===== config.mk =====
export PLATFORM = sky130hd
export DESIGN_NAME = ualink_mac_engine
export DESIGN_NICKNAME = d
export VERILOG_FILES = /design/src/rtl/ualink_mac_pkg.sv /design/src/rtl/ualink_mac_lane_mult.sv /design/src/rtl/ualink_mac_engine.sv
export SDC_FILE = /design/constraint.sdc
export NUM_CORES = 2
export LEC_CHECK = 0
export BUFFER_PORTS_ARGS = -buffer_cell sky130_fd_sc_hd__clkbuf_2
export CAP_MARGIN = 15
export CELL_PAD_IN_SITES_DETAIL_PLACEMENT = 1
export CELL_PAD_IN_SITES_GLOBAL_PLACEMENT = 1
export CORE_MARGIN = 3
export CORE_UTILIZATION = 30
export CTS_CLUSTER_DIAMETER = 200
export DETAILED_ROUTE_END_ITERATION = 8
export PLACE_DENSITY = 0.54
export RECOVER_POWER = 100
export SLEW_MARGIN = 20
export SYNTH_ARGS = -nofsm -noshare
export SYNTH_HDL_FRONTEND = slang
export SYNTH_SLANG_ARGS = --single-unit

===== constraint.sdc =====
create_clock -name clk -period 10.07 [get_ports clk]
set_clock_uncertainty 0.05 [all_clocks]
set_input_delay 1.007 -clock clk [delete_from_list [all_inputs] [get_ports clk]]
set_output_delay 1.007 -clock clk [all_outputs]
set_load 0.02 [all_outputs]

===== src/rtl/ualink_mac_pkg.sv =====
// ---------------------------------------------------------------------------
// ualink_mac_pkg
// Shared types and constants for the ualink_turbo64 dot-product engine:
//   - mac_state_e   : engine control states
//   - DEF_*         : default datapath geometry
//   - acc_width_f() : accumulator width from lane width and guard bits
// ---------------------------------------------------------------------------
package ualink_mac_pkg;

  typedef enum logic [1:0] {
    IDLE  = 2'd0,
    ISSUE = 2'd1,
    DRAIN = 2'd2,
    DONE  = 2'd3
  } mac_state_e;

  localparam int DEF_DATA_WIDTH = 16;
  localparam int DEF_LANES      = 4;
  localparam int DEF_ADDR_WIDTH = 8;
  localparam int DEF_GUARD_BITS = 8;

  // Full-precision lane product plus headroom for summing many of them.
  function automatic int acc_width_f(input int data_width, input int guard_bits);
    return 2 * data_width + guard_bits;
  endfunction

endpackage


===== src/rtl/ualink_mac_lane_mult.sv =====
// ---------------------------------------------------------------------------
// ualink_mac_lane_mult
// Data-capture stage: multiplies LANES operand pairs from two packed words,
// extends each product to ACC_WIDTH and registers the summed result.
// Ports:
//   clk, rst_n      clock / async active-low reset
//   en              capture enable (read data valid this cycle)
//   signed_mode     1 = lanes are two's complement
//   word_a, word_b  packed operand words, lane i at [(i+1)*DW-1 : i*DW]
//   lane_sum_q      registered sum of the extended lane products
// ---------------------------------------------------------------------------
module ualink_mac_lane_mult #(
  parameter int DATA_WIDTH = 16,
  parameter int LANES      = 4,
  parameter int ACC_WIDTH  = 40
) (
  input  logic                        clk,
  input  logic                        rst_n,
  input  logic                        en,
  input  logic                        signed_mode,
  input  logic [DATA_WIDTH*LANES-1:0] word_a,
  input  logic [DATA_WIDTH*LANES-1:0] word_b,
  output logic [ACC_WIDTH-1:0]        lane_sum_q
);

  localparam int PW = 2 * DATA_WIDTH;

  logic [ACC_WIDTH-1:0] prod_ext_s [LANES];
  logic [ACC_WIDTH-1:0] tree_sum_s;
  logic [ACC_WIDTH-1:0] lane_sum_d;

  // Extending both operands to 2*DW by mode and keeping the low 2*DW bits of
  // the product gives the correct signed or unsigned product with one multiplier.
  for (genvar i = 0; i < LANES; i++) begin : g_lane
    logic [DATA_WIDTH-1:0] a_s;
    logic [DATA_WIDTH-1:0] b_s;
    logic [PW-1:0]         a_ext_s;
    logic [PW-1:0]         b_ext_s;
    logic [PW-1:0]         prod_s;
    assign a_s     = word_a[i*DATA_WIDTH +: DATA_WIDTH];
    assign b_s     = word_b[i*DATA_WIDTH +: DATA_WIDTH];
    assign a_ext_s = {{DATA_WIDTH{signed_mode & a_s[DATA_WIDTH-1]}}, a_s};
    assign b_ext_s = {{DATA_WIDTH{signed_mode & b_s[DATA_WIDTH-1]}}, b_s};
    assign prod_s  = a_ext_s * b_ext_s;
    assign prod_ext_s[i] = {{(ACC_WIDTH-PW){signed_mode & prod_s[PW-1]}}, prod_s};
  end

  // Adder tree over all lanes; hold the register when no data is captured.
  always_comb begin
    tree_sum_s = {ACC_WIDTH{1'b0}};
    for (int i = 0; i < LANES; i++) begin
      tree_sum_s = tree_sum_s + prod_ext_s[i];
    end
    if (en) begin
      lane_sum_d = tree_sum_s;
    end else begin
      lane_sum_d = lane_sum_q;
    end
  end

  // Lane-sum pipeline register.
  always_ff @(posedge clk or negedge rst_n) begin
    if (!rst_n) begin
      lane_sum_q <= {ACC_WIDTH{1'b0}};
    end else begin
      lane_sum_q <= lane_sum_d;
    end
  end

endmodule


===== src/rtl/ualink_mac_engine.sv =====
// ---------------------------------------------------------------------------
// ualink_mac_engine
// Multi-cycle dot-product engine. On start_mac it reads num_words packed words
// from two arrays over port B (one per cycle, addresses wrapping), multiplies
// lane by lane and accumulates into an ACC_WIDTH accumulator. Pipeline:
// address -> read data -> lane-sum register -> accumulate.
// Ports:
//   clk, rst_n                      clock / async active-low reset
//   start_mac, base_addr, num_words,
//   signed_mode                     request, sampled only in IDLE
//   addrb, enb                      registered port-B read address / enable
//   doutb_a, doutb_b                read data, one cycle after enb
//   busy                            operation in progress (through done cycle)
//   mac_result, overflow            result and overflow, loaded for the done cycle
//   status_done                     one-cycle completion pulse
// Build option: UALINK_MAC_SAT_EN enables saturating accumulation with a
// sticky overflow flag; without it the accumulator wraps and overflow is 0.
// ---------------------------------------------------------------------------
module ualink_mac_engine
  import ualink_mac_pkg::*;
#(
  parameter int DATA_WIDTH = DEF_DATA_WIDTH,
  parameter int LANES      = DEF_LANES,
  parameter int ADDR_WIDTH = DEF_ADDR_WIDTH,
  parameter int GUARD_BITS = DEF_GUARD_BITS
) (
  input  logic                               clk,
  input  logic                               rst_n,
  input  logic                               start_mac,
  input  logic [ADDR_WIDTH-1:0]              base_addr,
  input  logic [ADDR_WIDTH:0]                num_words,
  input  logic                               signed_mode,
  output logic [ADDR_WIDTH-1:0]              addrb,
  output logic                               enb,
  input  logic [DATA_WIDTH*LANES-1:0]        doutb_a,
  input  logic [DATA_WIDTH*LANES-1:0]        doutb_b,
  output logic                               busy,
  output logic [2*DATA_WIDTH+GUARD_BITS-1:0] mac_result,
  output logic                               status_done,
  output logic                               overflow
);

  localparam int ACC_WIDTH = acc_width_f(DATA_WIDTH, GUARD_BITS);
  localparam logic [ADDR_WIDTH-1:0] ADDR_ONE = {{(ADDR_WIDTH-1){1'b0}}, 1'b1};
  localparam logic [ADDR_WIDTH:0]   CNT_ZERO = {(ADDR_WIDTH+1){1'b0}};
  localparam logic [ADDR_WIDTH:0]   CNT_ONE  = {{ADDR_WIDTH{1'b0}}, 1'b1};
  localparam logic [ACC_WIDTH-1:0]  ACC_ZERO = {ACC_WIDTH{1'b0}};

  mac_state_e            state_q, state_d;
  logic [ADDR_WIDTH-1:0] addrb_q, addrb_d;
  logic [ADDR_WIDTH:0]   rem_q, rem_d;       // words still to address after the current one
  logic                  enb_q, enb_d;
  logic                  busy_q, busy_d;
  logic                  status_done_q, status_done_d;
  logic                  mode_q, mode_d;
  logic                  rd_valid_q, rd_valid_d;      // doutb_* holds a requested word
  logic                  prod_valid_q, prod_valid_d;  // lane_sum_q holds a fresh sum
  logic [ACC_WIDTH-1:0]  acc_q, acc_d;
  logic                  sat_q, sat_d;                // sticky overflow of this run
  logic [ACC_WIDTH-1:0]  mac_result_q, mac_result_d;
  logic                  overflow_q, overflow_d;
  logic [ACC_WIDTH-1:0]  lane_sum_q;
  logic [ACC_WIDTH-1:0]  acc_add_s;
  logic                  add_ovf_s;

  ualink_mac_lane_mult #(
    .DATA_WIDTH (DATA_WIDTH),
    .LANES      (LANES),
    .ACC_WIDTH  (ACC_WIDTH)
  ) u_lane_mult (
    .clk         (clk),
    .rst_n       (rst_n),
    .en          (rd_valid_q),
    .signed_mode (mode_q),
    .word_a      (doutb_a),
    .word_b      (doutb_b),
    .lane_sum_q  (lane_sum_q)
  );

`ifdef UALINK_MAC_SAT_EN
  logic [ACC_WIDTH:0] sum_ext_s;

  // One extra bit of sum exposes overflow; clamp to the mode's limit.
  always_comb begin
    sum_ext_s = {(ACC_WIDTH+1){1'b0}};
    acc_add_s = acc_q;
    add_ovf_s = 1'b0;
    if (mode_q) begin
      sum_ext_s = {acc_q[ACC_WIDTH-1], acc_q} + {lane_sum_q[ACC_WIDTH-1], lane_sum_q};
      if (sum_ext_s[ACC_WIDTH] != sum_ext_s[ACC_WIDTH-1]) begin
        add_ovf_s = 1'b1;
        if (sum_ext_s[ACC_WIDTH]) begin
          acc_add_s = {1'b1, {(ACC_WIDTH-1){1'b0}}};
        end else begin
          acc_add_s = {1'b0, {(ACC_WIDTH-1){1'b1}}};
        end
      end else begin
        acc_add_s = sum_ext_s[ACC_WIDTH-1:0];
      end
    end else begin
      sum_ext_s = {1'b0, acc_q} + {1'b0, lane_sum_q};
      if (sum_ext_s[ACC_WIDTH]) begin
        add_ovf_s = 1'b1;
        acc_add_s = {ACC_WIDTH{1'b1}};
      end else begin
        acc_add_s = sum_ext_s[ACC_WIDTH-1:0];
      end
    end
  end
`else
  // Wrapping accumulation; overflow is never reported.
  always_comb begin
    acc_add_s = acc_q + lane_sum_q;
    add_ovf_s = 1'b0;
  end
`endif

  // Next-state logic.
  always_comb begin
    state_d = state_q;
    case (state_q)
      IDLE: begin
        if (start_mac) begin
          if (num_words == CNT_ZERO) state_d = DONE;
          else                       state_d = ISSUE;
        end else begin
          state_d = IDLE;
        end
      end
      ISSUE: begin
        if (rem_q == CNT_ZERO) state_d = DRAIN;
        else                   state_d = ISSUE;
      end
      // Last word has been accumulated once no read data is left in flight.
      DRAIN: begin
        if (rd_valid_q) state_d = DRAIN;
        else            state_d = DONE;
      end
      DONE:    state_d = IDLE;
      default: state_d = IDLE;
    endcase
  end

  // Output logic: next values of the registered port-B and status outputs.
  always_comb begin
    enb_d         = 1'b0;
    addrb_d       = addrb_q;
    rem_d         = rem_q;
    mode_d        = mode_q;
    busy_d        = (state_d != IDLE);
    status_done_d = (state_d == DONE);
    case (state_q)
      IDLE: begin
        if (start_mac) begin
          addrb_d = base_addr;
          mode_d  = signed_mode;
          rem_d   = num_words - CNT_ONE;
          enb_d   = (num_words != CNT_ZERO);
        end else begin
          enb_d = 1'b0;
        end
      end
      ISSUE: begin
        if (rem_q != CNT_ZERO) begin
          enb_d   = 1'b1;
          addrb_d = addrb_q + ADDR_ONE;  // wraps modulo 2^ADDR_WIDTH
          rem_d   = rem_q - CNT_ONE;
        end else begin
          enb_d = 1'b0;
        end
      end
      default: enb_d = 1'b0;
    endcase
  end

  // Accumulator, valid pipeline and result capture.
  always_comb begin
    rd_valid_d   = enb_q;
    prod_valid_d = rd_valid_q;
    acc_d        = acc_q;
    sat_d        = sat_q;
    mac_result_d = mac_result_q;
    overflow_d   = overflow_q;
    if ((state_q == IDLE) && start_mac) begin
      acc_d = ACC_ZERO;
      sat_d = 1'b0;
    end else if (prod_valid_q && !sat_q) begin
      // Once saturated the accumulator stays at its limit.
      acc_d = acc_add_s;
      sat_d = add_ovf_s;
    end else begin
      acc_d = acc_q;
      sat_d = sat_q;
    end
    // Load on entry to DONE so the final value is visible in the done cycle.
    if ((state_d == DONE) && (state_q != DONE)) begin
      mac_result_d = acc_d;
      overflow_d   = sat_d;
    end else begin
      mac_result_d = mac_result_q;
      overflow_d   = overflow_q;
    end
  end

  // State register.
  always_ff @(posedge clk or negedge rst_n) begin
    if (!rst_n) begin
      state_q <= IDLE;
    end else begin
      state_q <= state_d;
    end
  end

  // Datapath and output registers.
  always_ff @(posedge clk or negedge rst_n) begin
    if (!rst_n) begin
      addrb_q       <= {ADDR_WIDTH{1'b0}};
      rem_q         <= CNT_ZERO;
      enb_q         <= 1'b0;
      busy_q        <= 1'b0;
      status_done_q <= 1'b0;
      mode_q        <= 1'b0;
      rd_valid_q    <= 1'b0;
      prod_valid_q  <= 1'b0;
      acc_q         <= ACC_ZERO;
      sat_q         <= 1'b0;
      mac_result_q  <= ACC_ZERO;
      overflow_q    <= 1'b0;
    end else begin
      addrb_q       <= addrb_d;
      rem_q         <= rem_d;
      enb_q         <= enb_d;
      busy_q        <= busy_d;
      status_done_q <= status_done_d;
      mode_q        <= mode_d;
      rd_valid_q    <= rd_valid_d;
      prod_valid_q  <= prod_valid_d;
      acc_q         <= acc_d;
      sat_q         <= sat_d;
      mac_result_q  <= mac_result_d;
      overflow_q    <= overflow_d;
    end
  end

  assign addrb       = addrb_q;
  assign enb         = enb_q;
  assign busy        = busy_q;
  assign status_done = status_done_q;
  assign mac_result  = mac_result_q;
  assign overflow    = overflow_q;

endmodule


Word-level counts from Yosys, hierarchy flattened. Cells that the tools add are included.

Bitwise logic cells: 12. Equality and inequality tests: 7. Muxes and demuxes: 18. Reduce and logical (&&, ||, !) cells: 13. Add/subtract/negate cells: 7. Multipliers: 4.

Operators with widths (count): multiplier 17 x 17 -> 32 bit (4); adder 40 bit (3); two-way mux 40 bit (2); adder 33 x 33 -> 34 bit (1); zero test 9 bit (2); two-way mux 9 bit (2); one-hot mux 9 bit (2 select lines) (1); nonzero test 9 bit (2); subtractor 9 x 1 -> 9 bit, second input constant (2); two-way mux 8 bit (2); one-hot mux 8 bit (2 select lines) (1); bitwise AND 1 bit (12); adder 8 x 1 -> 8 bit, second input constant (1); one-hot mux 2 bit (4 select lines) (1); == test 2 bit, second input constant (3); two-way mux 2 bit (3); != test 2 bit, second input constant (3); two-way mux 1 bit (5); nonzero test 2 bit (2); logical AND 1 bit (3); AND reduction 3 bit (1); == test 2 x 1 -> 1 bit, second input constant (1); zero test 2 bit (1); one-hot mux 1 bit (2 select lines) (1); 2 further kinds (2).

Input bits: 149. Word-level logic and storage cells: 75. Register bits after elaboration: 147. Output and inout bits: 52.

Logic depth before layout (Yosys ltp).
Word-level depth: 6. Mapped depth: 46.

By module. A second synthesis with hierarchy kept.

Cells, all modules: 5965. Area, all modules: 53998.0 um^2.

Modules (own cells, without submodules): ualink_mac_lane_mult (cells an instance 5166, area an instance 47053.9 um^2, times used 1); ualink_mac_engine (cells an instance 799, area an instance 6944.2 um^2, times used 1).

Least setup slack after synthesis. Ideal clock, no wire load.

Path type: in2reg. Start: input port doutb_a[9]. End: register u_lane_mult.lane_sum_q[33]. Slack: -0.180 ns. Arrival: 10.075 ns. Cell stages on the path: 39. Buffers on the path: 2. Required time: 9.895 ns. Library setup time: 0.125 ns. Path through: clkbuf_1 > nand2_1 > fa_1 > fa_1 > inv_1 > fa_1 > ha_1 > inv_1 > fa_1 > inv_1 > fa_1 > ha_1 > a2111oi_0 > o21ai_0 > a31o_2 > a21oi_1 > xnor2_1 > ha_1 > [3 not listed] > a21oi_1 > o211ai_1 > a21oi_1 > nor2b_1 > o21a_1 > o311ai_0 > fa_1 > ha_1 > buf_2 > nand2_1 > nor2_1 > a221o_1 > a221oi_1 > a21bo_1 > a221o_1 > a211oi_2 > xnor2_1 > mux2_2.

Word-level cells in the longest chain between the ends: 5.

RTL lines: start, declared (line ualink_mac_engine.sv:35) `input logic [DATA_WIDTH*LANES-1:0] doutb_a,`; multiplier 17 x 17 -> 32 bit * (line ualink_mac_lane_mult.sv:44) `assign prod_s = a_ext_s * b_ext_s;`; bitwise AND 1 bit (line ualink_mac_lane_mult.sv:45) `assign prod_ext_s[i] = {{(ACC_WIDTH-PW){signed_mode & prod_s[PW-1]}}, prod_s};`; adder 33 x 33 -> 34 bit * (line ualink_mac_lane_mult.sv:52) `tree_sum_s = tree_sum_s + prod_ext_s[i];`; adder 40 bit * (2 in a row) (line ualink_mac_lane_mult.sv:52); end signal, assigned (line ualink_mac_lane_mult.sv:64) `lane_sum_q <= {ACC_WIDTH{1'b0}};`; end signal, assigned (line ualink_mac_lane_mult.sv:66) `lane_sum_q <= lane_sum_d;`; end, declared (line ualink_mac_lane_mult.sv:23) `output logic [ACC_WIDTH-1:0] lane_sum_q`.

Mark *: on every way between the ends. The rest lies on a longest branch, timed or not. A chain may end at the register's enable or synchronous reset.

Worst setup path in the final report.
Start: input port doutb_a[20]. End: register u_lane_mult.lane_sum_q[33].

Same word-level chain as after synthesis.

==> flow_summary.toml <==
[clock_network]
hold_buffers = 0
cts-root-buf = "clkbuf_16"
cts_buffer_depth = 2
cts_buffers = 17
clkLatencyLatePin_ns = 0.44
cts.sinks = 147
path_clk_slew_ns = 0.07
cts_tree = "done"
h-tree-depth = 4

[critical_path]
slowest_stage = "fa_1"
reg2reg_slack_ns = 0.31
critPathMaxStageDelay_ns = 0.60
required_ns = 10.35
critPathTopFamily = "adder cells"
r2r-end = "u_lane_mult.lane_sum_q[34]"
crit_top_cell = "fa_1"
path_buf_inv = 7
worstSetupStartpointType = "input port"
worst_r2r_path_depth = 39
cp_max_fo = 6
reg2reg_from = "mode_q"
worstPathArrival_ns = 10.27
end_kind = "flop"
worstSetupPathType = "in -> reg"

[yosys]
synthFlopType = "dfrtp_1"
synth_xor_area_share_pct = 3.79
synthArstFlopShare_pct = 100
ys_seq_elements = 147
synth-simple-area-share_pct = 16.1
yosys_warnings = 0
netlist_area_sq_um = 54000
synth_cells = 6005
yosysSeqAreaShare_pct = 6.81
synth_top_family_by_area = "adder cells"
synth.avg_cell_area_sq_um = 8.99
synth_adder_area_share_pct = 53.3
mappedNetlistNets = 7755
synth.distinct_cells = 79
synth_compound_area_share_pct = 8.43
synth_edf_count = 0
synthMuxAreaShare_pct = 1.25

[floorplanning]
start_util_pct = 30.2
ios = 201
coreArea_sq_um = 179000
die-area_sq_um = 185000
fp.dieH_microns = 430
die_w_microns = 430
rows = 155

[detailed_routing]
drt_iter0_drc = 1682
ant_nets = 0
vias = 41800
post-route-drc-count = 0
drtPass1Iterations = 5
vias_per_cell = 4.67
wl_per_cell_microns = 18.8
routed_wirelength_mm = 168

[global_route]
antenna_found_initial = 6
grt_pass1_vias = 47300
grt_pass1_wl_mm = 272
grt_max_degree = 103
grtUsageTotal_pct = 18.5
gr-total-overflow = 0

[timing]
relSlewSlack_pct = 41.2
hold_violations = 0
fmax_mhz = 100
worst_pin_slew_ns = 0.882
fin_ws_ns = 0.0771
finalCriticalPeriod_ns = 9.99
setup_tns_ns = 0
setup_viol = 0
maxSlewViolCount = 0
period_share_pct = 99.2
rsz0062_at_grt = "true"

[hold_path]
min_from = "enb"
hold_depth = 0
hold_class = "reg -> reg"
hold_path_end = "prod_valid_d"

[finish]
final_common_cell = "inv_1"
final_cell_mix = "1246 x inv_1, 1154 x fa_1, 763 x nand2_1"
syn2layout_area_growth_pct = 16.9
final_area_sq_um = 63100
finalNetCount = 8325
drive_above_1_share_pct = 16.4

[status]
outcome = "finished, final reports clean"

[run]
maxCapViolations = 0

[placed_design]
numPortBuffers = 200
place_area_sq_um = 61300
dp_hpwl_mm = 148
place_ws_ns = -0.718
place.gp.congestion = 0.844
through the flow:
stage          utilization (%)  cells  hold WS (ns)
5_1_grt                   35.3   8945         0.358
3_3_place_gp              34.3   8889         0.316
6_report                  35.3   8946         0.339
4_1_cts                   34.7   8922         0.344
3_5_place_dp              34.3   8889         0.330
2_1_floorplan                -   6005         0.302
worst max path at each step:
| stage | start | endpoint | slack [ns] | depth (start not counted) |
|---|---|---|---|---|
| floorplan | doutb_b[18] | u_lane_mult.lane_sum_q[35] | -0.007 | 38 |
| CTS | doutb_b[21] | u_lane_mult.lane_sum_q[34] | 0.004 | 41 |
| finish | doutb_a[20] | u_lane_mult.lane_sum_q[33] | 0.08 | 39 |
| global placement | doutb_a[7] | u_lane_mult.lane_sum_q[33] | -0.50 | 39 |
| detailed placement | doutb_b[18] | u_lane_mult.lane_sum_q[34] | -0.72 | 39 |
| global route | doutb_a[21] | u_lane_mult.lane_sum_q[33] | -0.33 | 39 |
registers in the layout, indices dropped and copies added (netlist names):
| name | cells |
|---|---|
| acc_q | 40 |
| mac_result | 40 |
| u_lane_mult.lane_sum_q | 40 |
| rem_q | 9 |
| addrb | 8 |
| state_q | 2 |
| busy | 1 |
| enb | 1 |
| mode_q | 1 |
| overflow | 1 |
| prod_valid_d | 1 |
| prod_valid_q | 1 |
| sat_q | 1 |
| status_done | 1 |
what timing repair did:
item                       4_1_cts  5_1_grt
setup endpoints to repair       10       15
pin swaps                       21      115
resized for setup               42      240
buffers inserted                 1       21
final cells by class:
cell class	instances	area, sq um
Fill cell	20800	115000
Multi-Input combinational cell	4381	45700
Timing Repair Buffer	770	5490
Inverter	1258	4720
Sequential cell	147	3680
Tap cell	2355	2950
Clock buffer	17	425
Clock inverter	15	194
Antenna cell	3	7.51
cells in the mapped netlist, types with 8 or more instances:
master,count,area share (%)
o21ai_0,145,1.3
xnor2_1,167,2.7
ha_1,436,10
clkbuf_1,205,1.4
mux2_2,43,0.90
nor2b_1,25,0.29
or2_2,49,0.57
nand3_1,51,0.47
fa_1,1165,43
a31oi_1,17,0.20
nor3b_1,11,0.15
buf_1,9,0.063
a21o_1,100,1.4
o21a_1,29,0.40
o21bai_1,25,0.35
o211ai_1,19,0.26
xor2_1,67,1.1
nor2_1,179,1.2
nand2b_1,39,0.45
o31ai_1,24,0.33
or3_1,17,0.20
inv_1,1257,8.7
and3_1,52,0.60
a211o_1,8,0.13
and2_1,488,5.7
dfrtp_1,147,6.8
mux2i_1,19,0.35
nor3_1,51,0.47
nand4_1,15,0.17
a21oi_1,216,2.0
nand2_1,768,5.3
a211oi_1,28,0.39
per-layer routing:
metal  global-route usage [%]  up-vias  wire, microns
li1                         -    19500              -
met3                     1.50       75           3610
met1                     27.2    21800          83900
met4                     1.92        6           1410
met5                        0        -             41
met2                     30.6      392          79400
kinds of logic after synthesis:
family	after synthesis
compound gates	704
xor+xnor	234
fa+ha+maj	1601
buf+inv	1477
flops	147
mux	62
simple gates	1780
Power is left out: the tool's default activity adds up to more than one toggle a clock period on the data nets, which glitch-free logic cannot reach.
